$ cat src/rtl/idma_desc64_be_buffer_pkg.sv
// Shared definitions for the descriptor-to-backend burst buffer.
//   DefaultDepth          : default number of buffered burst requests
//   DefaultMaxOutstanding : default cap on issued-but-uncompleted bursts
//   out_cnt_width()       : width needed to count 0..max_outstanding
package idma_desc64_be_buffer_pkg;

  localparam int unsigned DefaultDepth          = 32'd4;
  localparam int unsigned DefaultMaxOutstanding = 32'd8;

  function automatic int unsigned out_cnt_width(input int unsigned max_outstanding);
    return $clog2(max_outstanding + 32'd1);
  endfunction

endpackage

$ cat src/rtl/idma_desc64_be_fifo.sv
// Request FIFO with registered storage and no fall-through: an entry written
// on one edge is visible on data_o only after that edge.
// Ports:
//   clk_i, rst_i      : clock, synchronous active-high reset
//   data_i, push_i    : write side; push is ignored while full
//   full_o            : no free entry
//   data_o, pop_i     : head entry and pop strobe; pop is ignored while empty
//   empty_o           : no valid entry
module idma_desc64_be_fifo
  import idma_desc64_be_buffer_pkg::*;
#(
  parameter int unsigned Depth  = DefaultDepth,
  parameter type         data_t = logic
) (
  input  logic  clk_i,
  input  logic  rst_i,
  input  data_t data_i,
  input  logic  push_i,
  output logic  full_o,
  output data_t data_o,
  input  logic  pop_i,
  output logic  empty_o
);

  localparam int unsigned PtrWidth = $clog2(Depth);

  // Pointers carry one extra wrap bit so full and empty can be told apart.
  logic [PtrWidth:0] wr_ptr_r;
  logic [PtrWidth:0] rd_ptr_r;
  data_t             mem_r [Depth];
  logic              do_push_s;
  logic              do_pop_s;

  assign empty_o   = (wr_ptr_r == rd_ptr_r);
  assign full_o    = (wr_ptr_r[PtrWidth] != rd_ptr_r[PtrWidth]) &&
                     (wr_ptr_r[PtrWidth-1:0] == rd_ptr_r[PtrWidth-1:0]);
  assign do_push_s = push_i & ~full_o;
  assign do_pop_s  = pop_i & ~empty_o;
  assign data_o    = mem_r[rd_ptr_r[PtrWidth-1:0]];

  // Pointer registers; Depth is a power of two so plain overflow wraps correctly.
  always_ff @(posedge clk_i) begin
    if (rst_i) begin
      wr_ptr_r <= {(PtrWidth+1){1'b0}};
      rd_ptr_r <= {(PtrWidth+1){1'b0}};
    end else begin
      if (do_push_s) begin
        wr_ptr_r <= wr_ptr_r + {{PtrWidth{1'b0}}, 1'b1};
      end
      if (do_pop_s) begin
        rd_ptr_r <= rd_ptr_r + {{PtrWidth{1'b0}}, 1'b1};
      end
    end
  end

  // Payload storage; left unreset since the pointers define what is valid.
  always_ff @(posedge clk_i) begin
    if (do_push_s) begin
      mem_r[wr_ptr_r[PtrWidth-1:0]] <= data_i;
    end
  end

endmodule

$ cat src/rtl/idma_desc64_be_buffer.sv
// Buffers burst requests between the descriptor frontend and the backend,
// limits the number of bursts in flight, forwards completions and reports idle.
// Ports:
//   clk_i, rst_i                  : clock, synchronous active-high reset
//   req_i, req_valid_i, req_ready_o : frontend request handshake
//   be_req_o, be_valid_o, be_ready_i : backend request handshake
//   be_tx_complete_i, be_idle_i   : backend completion pulse and idle status
//   tx_complete_o                 : completion pulse, one cycle later
//   idle_o                        : registered whole-path idle
//   outstanding_o                 : bursts issued and not yet completed
//   err_o                         : sticky, completion seen with nothing outstanding
module idma_desc64_be_buffer
  import idma_desc64_be_buffer_pkg::*;
#(
  parameter int unsigned Depth          = DefaultDepth,
  parameter int unsigned MaxOutstanding = DefaultMaxOutstanding,
  parameter type         burst_req_t    = logic,
  localparam int unsigned OutCntWidth   = out_cnt_width(MaxOutstanding)
) (
  input  logic                   clk_i,
  input  logic                   rst_i,
  input  burst_req_t             req_i,
  input  logic                   req_valid_i,
  output logic                   req_ready_o,
  output burst_req_t             be_req_o,
  output logic                   be_valid_o,
  input  logic                   be_ready_i,
  input  logic                   be_tx_complete_i,
  input  logic                   be_idle_i,
  output logic                   tx_complete_o,
  output logic                   idle_o,
  output logic [OutCntWidth-1:0] outstanding_o,
  output logic                   err_o
);

  localparam logic [OutCntWidth-1:0] CntZero = {OutCntWidth{1'b0}};
  localparam logic [OutCntWidth-1:0] CntOne  = OutCntWidth'(1'b1);
  localparam logic [OutCntWidth-1:0] CntMax  = OutCntWidth'(MaxOutstanding);

  logic                   fifo_full_s;
  logic                   fifo_empty_s;
  logic                   fifo_push_s;
  logic                   fifo_pop_s;
  logic [OutCntWidth-1:0] out_cnt_r;
  logic [OutCntWidth-1:0] out_cnt_next_s;
  logic                   err_set_s;
  logic                   err_r;
  logic                   tx_complete_r;
  logic                   idle_r;

  assign fifo_push_s = req_valid_i & ~fifo_full_s;
  // Issue only while a credit is left; the FIFO keeps filling regardless.
  assign be_valid_o  = ~fifo_empty_s & (out_cnt_r < CntMax);
  assign fifo_pop_s  = be_valid_o & be_ready_i;

  idma_desc64_be_fifo #(
    .Depth  (Depth),
    .data_t (burst_req_t)
  ) i_fifo (
    .clk_i   (clk_i),
    .rst_i   (rst_i),
    .data_i  (req_i),
    .push_i  (fifo_push_s),
    .full_o  (fifo_full_s),
    .data_o  (be_req_o),
    .pop_i   (fifo_pop_s),
    .empty_o (fifo_empty_s)
  );

  // Next outstanding count; an issue and a completion together cancel out,
  // which also keeps a completion at zero from flagging an error when it
  // coincides with an issue.
  always_comb begin
    out_cnt_next_s = out_cnt_r;
    err_set_s      = 1'b0;
    case ({fifo_pop_s, be_tx_complete_i})
      2'b10: out_cnt_next_s = out_cnt_r + CntOne;
      2'b01: begin
        if (out_cnt_r != CntZero) begin
          out_cnt_next_s = out_cnt_r - CntOne;
        end else begin
          err_set_s = 1'b1;
        end
      end
      default: out_cnt_next_s = out_cnt_r;
    endcase
  end

  // Counter, sticky error, completion delay and idle status registers.
  always_ff @(posedge clk_i) begin
    if (rst_i) begin
      out_cnt_r     <= CntZero;
      err_r         <= 1'b0;
      tx_complete_r <= 1'b0;
      idle_r        <= 1'b1;
    end else begin
      out_cnt_r     <= out_cnt_next_s;
      err_r         <= err_r | err_set_s;
      tx_complete_r <= be_tx_complete_i;
      idle_r        <= fifo_empty_s & (out_cnt_r == CntZero) & be_idle_i & ~req_valid_i;
    end
  end

  assign req_ready_o   = ~fifo_full_s;
  assign outstanding_o = out_cnt_r;
  assign err_o         = err_r;
  assign tx_complete_o = tx_complete_r;
  assign idle_o        = idle_r;

endmodule

$ cat config.mk
export PLATFORM = sky130hd
export DESIGN_NAME = idma_desc64_be_buffer
export DESIGN_NICKNAME = d
export VERILOG_FILES = /design/src/rtl/idma_desc64_be_buffer_pkg.sv /design/src/rtl/idma_desc64_be_fifo.sv /design/src/rtl/idma_desc64_be_buffer.sv
export SDC_FILE = /design/constraint.sdc
export NUM_CORES = 1
export LEC_CHECK = 0
export CORE_MARGIN = 2
export CORE_UTILIZATION = 51
export CTS_CLUSTER_SIZE = 20
export DETAILED_ROUTE_END_ITERATION = 8
export PLACE_DENSITY = 0.74
export SLEW_MARGIN = 20
export SYNTH_ARGS = -nofsm -noshare
export SYNTH_HDL_FRONTEND = slang
export SYNTH_SLANG_ARGS = --single-unit
$ cat constraint.sdc
create_clock -name clk_i -period 2.65 [get_ports clk_i]
set_clock_uncertainty 0.1 [all_clocks]
set_input_delay 0.53 -clock clk_i [delete_from_list [all_inputs] [get_ports clk_i]]
set_output_delay 0.53 -clock clk_i [all_outputs]
set_load 0.05 [all_outputs]
==> results.sh, run 1 <==
export IMPL_status="completed"
export IMPL_final_area_mm2=0.00128
export IMPL_start_util_pct=53.8
export IMPL_track_usage_pct=18.2
export IMPL_io_buffers=16
export IMPL_die_h_um=49.3
export IMPL_maxSlewViolCount=0
export IMPL_cellPowerDensity_mw_per_mm2=1040
export IMPL_arrival_ns=1.85
export IMPL_antennaDiodeCount=0
export IMPL_numClockSinks=19
export IMPL_seq_area_frac_synth_pct=40.2
export IMPL_swShare_pct=44.3
export IMPL_tns_ns=0
export IMPL_ant_nets=0
export IMPL_p_total_w=0.00133
export IMPL_synth_area_leaders="dfxtp_1 29%, edfxtp_1 11%, ha_1 7.2%"
export IMPL_dp_final_hpwl_mm=1.40
export IMPL_drc_errors=0
export IMPL_ioPinCount=17
export IMPL_period_share_pct=93.5
export IMPL_synth_avg_cell_area_um2=10.7
export IMPL_period_needed_ns=2.48
export IMPL_placed_cells=142
export IMPL_yosysMostFrequentCell="dfxtp_1"
export IMPL_synth_nets=111
export IMPL_dieArea_mm2=0.00243
export IMPL_required_ns=2.02
export IMPL_final_layout_size_suffix_gt1_share_pct=17.6
export IMPL_grt_antenna_before_repair=0
export IMPL_hold_ws_ns=0.404
export IMPL_ys_ff_latch=19
export IMPL_nNetsFinal=133
export IMPL_min_path_type="reg2reg"
export IMPL_grt_max_degree=17
export IMPL_finalSetupViolations=0
export IMPL_numCtsBuffers=3
export IMPL_critical_path_max_fanout=1
export IMPL_p_leak_nw=0.498
export IMPL_netlist_top_cells_count="15 x dfxtp_1, 9 x nor2_1, 7 x xnor2_1"
export IMPL_synthArstFlopShare_pct=0
export IMPL_placementRows=16
export IMPL_tightest_slew_ns=0.540
export IMPL_combPwrFrac_pct=55.1
export IMPL_cp_end_kind="output pin"
export IMPL_clockBufferDepth=2
export IMPL_start_kind="flip-flop"
export IMPL_ys_warn_count=0
export IMPL_dieWidth_um=49.3
export IMPL_place_area_mm2=0.00125
export IMPL_drt_pass1_iter_count=4
export IMPL_synth_top_cell_area_share_pct=28.7
export IMPL_drtIter0Drc=14
export IMPL_fillCellCount=168
export IMPL_routed_via_count=781
export IMPL_finalHoldViolCount=0
export IMPL_wire_per_inst_um=12.7
export IMPL_stdcell_count=146
export IMPL_clk_latency_ns=0.30
export IMPL_cap_viol_max_count=0
export IMPL_post_cts_buffers=0
export IMPL_pwr_share_clk_pct=10.9
export IMPL_netlist_area_mm2=0.00104
export IMPL_grt_pass1_wl_mm=3.37
export IMPL_synth_cell_types=37
export IMPL_cts_clk_slew_worst_paths_ns=0.11
export IMPL_synth_flop_cell="dfxtp_1"
export IMPL_p_int_w=0.000742
export IMPL_max_freq_mhz=404
export IMPL_rsz0062_at_grt="no"
export IMPL_p_seq_share_pct=34.0
export IMPL_critPathKind="reg2out"
export IMPL_routed_wl_mm=1.86
export IMPL_grt_pass1_vias=785
export IMPL_syn_inst=98
export IMPL_gp_congestion=0.770
export IMPL_h_tree_depth=1
export IMPL_area_growth_pct=22.6
export IMPL_synth_edf_count=4
export IMPL_slew_headroom_pct=63.9
export IMPL_ir_drop_uv=716
export IMPL_root_buffer="clkbuf_4"
export IMPL_yosysTopAreaCell="dfxtp_1"
export IMPL_core_area_mm2=0.00194
export IMPL_avgViaCountPerCell=5.35
export IMPL_grt_overflow=0
export IMPL_tritoncts="done"
export IMPL_p_sw_w=0.000591
what timing repair did:
item | 4_1_cts | 5_1_grt
setup endpoints to repair | 0 | 1
hold buffers | 0 | 0
gates resized for setup | 0 | 1
cell type report:
class                   count  area [µm²]  share of cell area, %
repair buffers             19         183                   14.3
flip-flops and latches     19         420                   32.8
inverters                   6        22.5                   1.76
clock inverters             1        5.00                  0.391
clock buffers               3        22.5                   1.76
multi-input cells          71         594                   46.4
well taps                  27        33.8                   2.64
layout by cell type (no fill, tap or decap), types with 2 or more instances in the layout:
cell type	n
nor2_1	9
inv_1	6
nand3_1	2
nor2b_1	4
dfxtp_1	15
mux2_4	2
ha_1	6
o21ai_0	3
edfxtp_1	4
and2_1	5
nand2_1	2
o31a_2	2
clkdlybuf4s50_1	14
xnor2_1	7
nor3_1	2
xor2_2	2
mux2i_1	4
clkbuf_4	3
buf_4	4
a21oi_1	2
final timing paths:
kind	from	to	slack, ns	depth (start not counted)
worst max-delay path	i_fifo.mem_r[2]	be_req_o	0.17	2
worst min register to register	err_o	err_o	0.40	2
worst max register to register	i_fifo.wr_ptr_r[0]	outstanding_o[2]	0.39	8
worst min-delay path	err_o	err_o	0.40	2
critical path, cell delays in order (launching register included):
cell	delay [ns]
edfxtp_1	0.38
mux4_2	0.46
clkdlybuf4s50_1	0.71
power groups by stage:
stage	registers [W]	clock network, W	logic, W
after floorplan	0.000576	0	0.000388
final	0.000453	0.000146	0.000735
after global placement	0.000454	0	0.000722
after CTS	0.000451	0.000151	0.000735
after global routing	0.000466	0.000161	0.000790
after detailed placement	0.000458	0	0.000731
logic make-up (layout without fill, tap and decap cells):
logic type,after synthesis,after routing,share of synthesized area (%)
fa+ha+maj,6,6,7.19
mux,8,8,9.94
simple gates,32,32,17.0
flops,19,19,40.2
xor+xnor,10,10,9.82
buf+inv,8,29,2.87
compound gates,15,15,12.9
metrics by stage:
stage	util [%]	setup WS, ns
2_1_floorplan	-	0.271
3_3_place_gp	64.4	0.137
5_1_grt	66.0	0.120
6_report	66.0	0.173
3_5_place_dp	64.4	0.0888
4_1_cts	65.9	0.0822
routing by layer:
layer / part of all wire [%] / global-route usage [%]
met5: 0 / 0
met4: 1.8 / 8.57
met3: 4.5 / 4.91
met2: 45 / 29.3
met1: 48 / 22.5
Note: power is estimated with default switching activity, not from simulation.
==> inputs of run 2 (changes only) <==
==> constraint.sdc (replaced) <==
create_clock -name clk_i -period 2.45 [get_ports clk_i]
set_clock_uncertainty 0.1 [all_clocks]
set_input_delay 0.49 -clock clk_i [delete_from_list [all_inputs] [get_ports clk_i]]
set_output_delay 0.49 -clock clk_i [all_outputs]
set_load 0.05 [all_outputs]
==> run 2 against run 1 <==
  * Sequential power up 8.2%
  * First-iteration DRC count fell by 21%
  * Via count down 0.26%
  * Worst setup slack gained 0.0066 ns
  * Final cell count rose by 1.4%
  * Critical path depth rose by 1
==> results.sh, run 2 (synthesis gave the netlist of run 1 again) <==
export IMPL_routed_wl_mm=1.87
export IMPL_min_path_type="reg2reg"
export IMPL_rsz0062_at_grt="no"
export IMPL_grt_overflow=0
export IMPL_cellPowerDensity_mw_per_mm2=1130
export IMPL_tritoncts="done"
export IMPL_cts_clk_slew_worst_paths_ns=0.11
export IMPL_post_cts_buffers=0
export IMPL_gp_congestion=0.769
export IMPL_root_buffer="clkbuf_4"
export IMPL_worstHoldStart="err_o"
export IMPL_multi_input_area_um2=594
export IMPL_clockBufferDepth=2
export IMPL_layout_commonest_cell="dfxtp_1"
export IMPL_maxSlewViolCount=0
export IMPL_ant_nets=0
export IMPL_final_cell_mix="14 x dfxtp_1, 13 x clkdlybuf4s50_1, 9 x nor2_1"
export IMPL_clk_latency_ns=0.30
export IMPL_whs_endpoint="err_o"
export IMPL_tightest_slew_ns=0.572
export IMPL_wire_per_inst_um=12.6
export IMPL_critPathKind="reg2out"
export IMPL_fillCellCount=167
export IMPL_numCtsBuffers=3
export IMPL_grt_pass1_vias=726
export IMPL_area_growth_pct=24.9
export IMPL_r2r_end="outstanding_o[2]"
export IMPL_period_share_pct=92.7
export IMPL_status="completed"
export IMPL_start_util_pct=53.8
export IMPL_ir_drop_uv=794
export IMPL_grt_max_degree=17
export IMPL_slew_headroom_pct=61.7
export IMPL_stdcell_count=148
export IMPL_placementRows=16
export IMPL_ioPinCount=17
export IMPL_drc_errors=0
export IMPL_final_layout_size_suffix_gt1_share_pct=19.8
export IMPL_start_kind="flip-flop"
export IMPL_seqCellArea_um2=422
export IMPL_setup_slack_ns=0.180
export IMPL_r2r_slack_ns=0.22
export IMPL_hold_ws_ns=0.410
export IMPL_dieWidth_um=49.3
export IMPL_worstSetupStartpoint="i_fifo.wr_ptr_r[2]"
export IMPL_max_freq_mhz=440
export IMPL_drtIter0Drc=11
export IMPL_max_stage_delay_ns=0.45
export IMPL_cap_viol_max_count=0
export IMPL_grt_pass1_wl_mm=3.29
export IMPL_finalSetupViolations=0
export IMPL_die_h_um=49.3
export IMPL_core_area_mm2=0.00194
export IMPL_drt_pass1_iter_count=4
export IMPL_placed_cells=144
export IMPL_whs_path_depth=2
export IMPL_p_leak_nw=0.512
export IMPL_nNetsFinal=135
export IMPL_tns_ns=0
export IMPL_period_needed_ns=2.27
export IMPL_finalHoldViolCount=0
export IMPL_dp_final_hpwl_mm=1.40
export IMPL_critical_path_max_fanout=6
export IMPL_grt_antenna_before_repair=0
export IMPL_arrival_ns=1.68
export IMPL_track_usage_pct=18.0
export IMPL_io_buffers=16
export IMPL_worstReg2RegStart="i_fifo.wr_ptr_r[1]"
export IMPL_place_ws_ns=-0.0481
export IMPL_path_cells="xor2_2, nand3_1, dlygate4sd2_1"
export IMPL_critPathBufInv=1
export IMPL_h_tree_depth=1
export IMPL_antennaDiodeCount=0
export IMPL_avgViaCountPerCell=5.26
export IMPL_required_ns=1.86
export IMPL_dieArea_mm2=0.00243
export IMPL_crit_family="buffers and inverters"
export IMPL_reg2regPathDepth=9
export IMPL_numClockSinks=19
export IMPL_routed_via_count=779
export IMPL_cp_end_kind="output pin"
export IMPL_cpMaxStageDelayCell="dlygate4sd2_1"
-- run 2: cell types whose count changed in the layout (fill, tap and decap cells not counted) --
cell,previous run,this run
buf_4,4,5
dfxtp_1,15,14
clkdlybuf4s50_1,14,13
buf_12,0,1
dfxtp_2,0,1
dlygate4sd2_1,0,2
dlymetal6s2s_1,1,0
-- run 2: worst max-delay path by stage --
stage,to,slack [ns],cells past startpoint
finish,req_ready_o,0.18,3
global route,outstanding_o[2],0.01,9
CTS,req_ready_o,0.16,3
detailed placement,outstanding_o[2],-0.05,9
global placement,outstanding_o[2],0.02,9
floorplan,outstanding_o[2],0.07,8
-- run 2: layout make-up --
cell class | instances | area share (%)
Sequential cell | 19 | 32.3
Timing Repair Buffer | 21 | 15.7
Multi-Input combinational cell | 71 | 45.5
Tap cell | 27 | 2.59
Inverter | 6 | 1.73
Clock inverter | 1 | 0.384
Clock buffer | 3 | 1.73
-- run 2: per-stage QoR --
stage | area (µm²) | total power [W] | utilization [%]
detailed placement | 1280 | 0.00133 | 65.9
floorplan | 1040 | 0.00104 | -
global placement | 1280 | 0.00131 | 65.9
global route | 1310 | 0.00157 | 67.2
CTS | 1300 | 0.00149 | 67.1
finish | 1310 | 0.00148 | 67.2
-- run 2: per-layer routing --
layer	GRT usage [%]	routed length [µm]
met3	3.07	107
met5	0	0
met4	8.57	28
met2	28.4	845
met1	23.8	890
-- run 2: report_power, final --
| group | switching [W] | total (W) | leakage, nW | internal (W) |
|---|---|---|---|---|
| Clock | 0.0000953 | 0.000156 | 0.0177 | 0.0000608 |
| Sequential | 0.000101 | 0.000490 | 0.160 | 0.000389 |
| Combinational | 0.000452 | 0.000833 | 0.334 | 0.000382 |
| Total | 0.000648 | 0.00148 | 0.512 | 0.000831 |
-- run 2: worst register-to-register path, stage by stage, from the launching register on --
cell and delay (ns):
dfxtp_1 0.46, xor2_1 0.10, buf_4 0.16, o31ai_4 0.19, nand2_1 0.10, xnor2_1 0.14, ha_1 0.20, nor4b_1 0.28
mux2i_1 0.12, mux2_2 0.27
-- run 2: what timing repair did --
item                                    CTS  global route
resized for setup                         2             1
endpoints found under the setup margin    2             1
hold buffers                              0             0
pin swaps                                 0             0
==> variant: new RTL, settings of run 2 <==
`DefaultDepth`: 32'd4 -> 32'd8.
--- a/src/rtl/idma_desc64_be_buffer_pkg.sv
+++ b/src/rtl/idma_desc64_be_buffer_pkg.sv
@@ -5,5 +5,5 @@
 package idma_desc64_be_buffer_pkg;
 
-  localparam int unsigned DefaultDepth          = 32'd4;
+  localparam int unsigned DefaultDepth          = 32'd8;
   localparam int unsigned DefaultMaxOutstanding = 32'd8;
 
Check against the original RTL: not equivalent (a bounded check fails within 10 cycles, from zero or initial values and one cycle with rst_i high).
==> variant against run 2 <==
  * Synthesized area increased by 21%
  * Worst setup slack worse by 0.020 ns
  * Routed wire length rose by 29%
  * Via count rose by 22%
  * Clock power grew 14%
  * Cell count grew 21%
  * Critical path depth is 6 higher
  * Global-route usage is 0.49 points higher
  * Final area up 20%
  * Power up 4.1%
  * First-iteration DRC count up 55%
  * Critical endpoint is now outstanding_o[3]
  * Sequential cell count increased by 7
==> variant: results (changes against run 2) <==
\begin{tabular}{lr}
\hline
Metric & Value \\
\hline
\multicolumn{2}{l}{\textbf{Logic synthesis}} \\
\quad Share of synthesized area spent on multiplexers & 0.0773 (-0.0221) \\
\quad Post-synthesis compound-gate area fraction & 0.113 (-0.0164) \\
\quad Number of synthesized flops with an enable pin & 8 (+4) \\
\quad Post-synthesis adder-cell area fraction & 0.0555 (-0.0164) \\
\quad Top area cells in the synthesized netlist & dfxtp\_1 (29\%), edfxtp\_1 (19\%), nor2\_1 (5.1\%) \\
\quad Most frequent cells after synthesis & dfxtp\_1 (18), nor2\_1 (17), edfxtp\_1 (8), inv\_1 (7), xor2\_1 (7) \\
\quad Net count of the mapped netlist & 132 (+19\%) \\
\quad Post-synthesis share of cell area spent on xor and xnor gates & 0.0763 (-0.0219) \\
\multicolumn{2}{l}{\textbf{Placed design}} \\
\quad Cell Area, Placed & 0.00153 sq mm (+20\%) \\
\quad Total half-perimeter wirelength after legalization and detailed placement & 1870 um (+34\%) \\
\quad Pre-CTS setup slack & -0.0943 ns (-0.0462 ns) \\
\multicolumn{2}{l}{\textbf{Worst setup path}} \\
\quad Arrival time at the worst endpoint & 2.44 ns (+0.76 ns) \\
\quad Critical path class & flop to flop \\
\quad Slowest CP cell & o41ai\_2 \\
\quad Reg-to-reg startpoint & i\_fifo.wr\_ptr\_r[0] \\
\quad Dominant delay contributor by cell family on the critical path & compound AO/OA/AOI/OAI gates \\
\quad Register-to-register setup slack & 0.16 ns (-0.06 ns) \\
\quad Endpoint of the worst register-to-register path & outstanding\_o[3] \\
\multicolumn{2}{l}{\textbf{Cells and area}} \\
\quad Non-Filler Instances & 179 (+21\%) \\
\quad Net total in the final layout & 162 (+20\%) \\
\quad Fraction of layout cells with a size suffix above 1 & 0.201 (+0.00300) \\
\multicolumn{2}{l}{\textbf{Power and ir drop}} \\
\quad Max VDD drop & 0.000810 V (+2.0\%) \\
\quad Reported leakage power & 0.649 nW (+27\%) \\
\multicolumn{2}{l}{\textbf{Global route}} \\
\quad Pin count of the biggest net entering global routing & 15 (-2) \\
\quad Wire length of the first global-routing pass & 3860 um (+17\%) \\
\multicolumn{2}{l}{\textbf{Drt}} \\
\quad Routed vias/inst & 5.29 (+0.51\%) \\
\quad DRT met1 WL & 1180 um (+33\%) \\
\quad Drt first-iter violations & 17 (+6) \\
\quad Length of routed met2 wiring & 1160 um (+38\%) \\
\multicolumn{2}{l}{\textbf{STA}} \\
\quad Clock period minus final worst setup slack & 2.29 ns (+0.0203 ns) \\
\quad Max transition margin & 0.656 (+0.0385) \\
\multicolumn{2}{l}{\textbf{Run status}} \\
\quad Outcome & complete, no violations \\
\hline
\end{tabular}
## variant: changes by cell type after synthesis, sizes merged, moves of 3 or more
cell | run 2 | this run
xnor2 | 7 | 4
nor2b | 4 | 1
and2 | 5 | 0
nor2 | 9 | 17
edfxtp | 4 | 8
dfxtp | 15 | 18
buf | 0 | 3
or3 | 1 | 4
xor2 | 3 | 7
## variant: worst register-to-register path: stages, from the launching register on
cell	delay, ns
dfxtp_1	0.34
xor2_1	0.18
o41ai_2	0.44
nand2_2	0.10
inv_1	0.09
ha_1	0.23
a21o_1	0.21
a2111oi_2	0.29
nand3_1	0.10
a31oi_1	0.14
## variant: final cells by class
cell class,instances,area [sq um]
fillers,191,846
clock inverters,1,3.75
well taps,30,37.5
clock buffers,3,22.5
repair buffers,31,265
flip-flops and latches,26,601
inverters,7,26.3
multi-input cells,81,608
## variant: where the power goes
part           internal (mW)  total, mW  switching [mW]
Sequential             0.505      0.561          0.0560
Combinational          0.352      0.802           0.450
Clock                 0.0595      0.178           0.118
## variant: worst min-delay path by stage
stage,startpoint,endpoint,slack [ns],cells past startpoint
2_1_floorplan,i_fifo.rd_ptr_r[3],i_fifo.rd_ptr_r[3],0.37,2
3_3_place_gp,err_o,err_o,0.36,2
3_5_place_dp,err_o,err_o,0.37,2
4_1_cts,err_o,err_o,0.42,2
5_1_grt,i_fifo.wr_ptr_r[3],i_fifo.wr_ptr_r[3],0.47,2
6_report,err_o,err_o,0.42,2
## variant: cells by family after synthesis
group | count (synthesis)
fa+ha+maj | 5
compound gates | 19
mux | 7
xor+xnor | 11
buf+inv | 13
flops | 26
simple gates | 39
## variant: routing by layer
metal  vias up  GRT usage
met3         0     0.0278
li1        481          -
met2        12      0.285
met4         0     0.0513
met5         -          0
met1       454      0.269
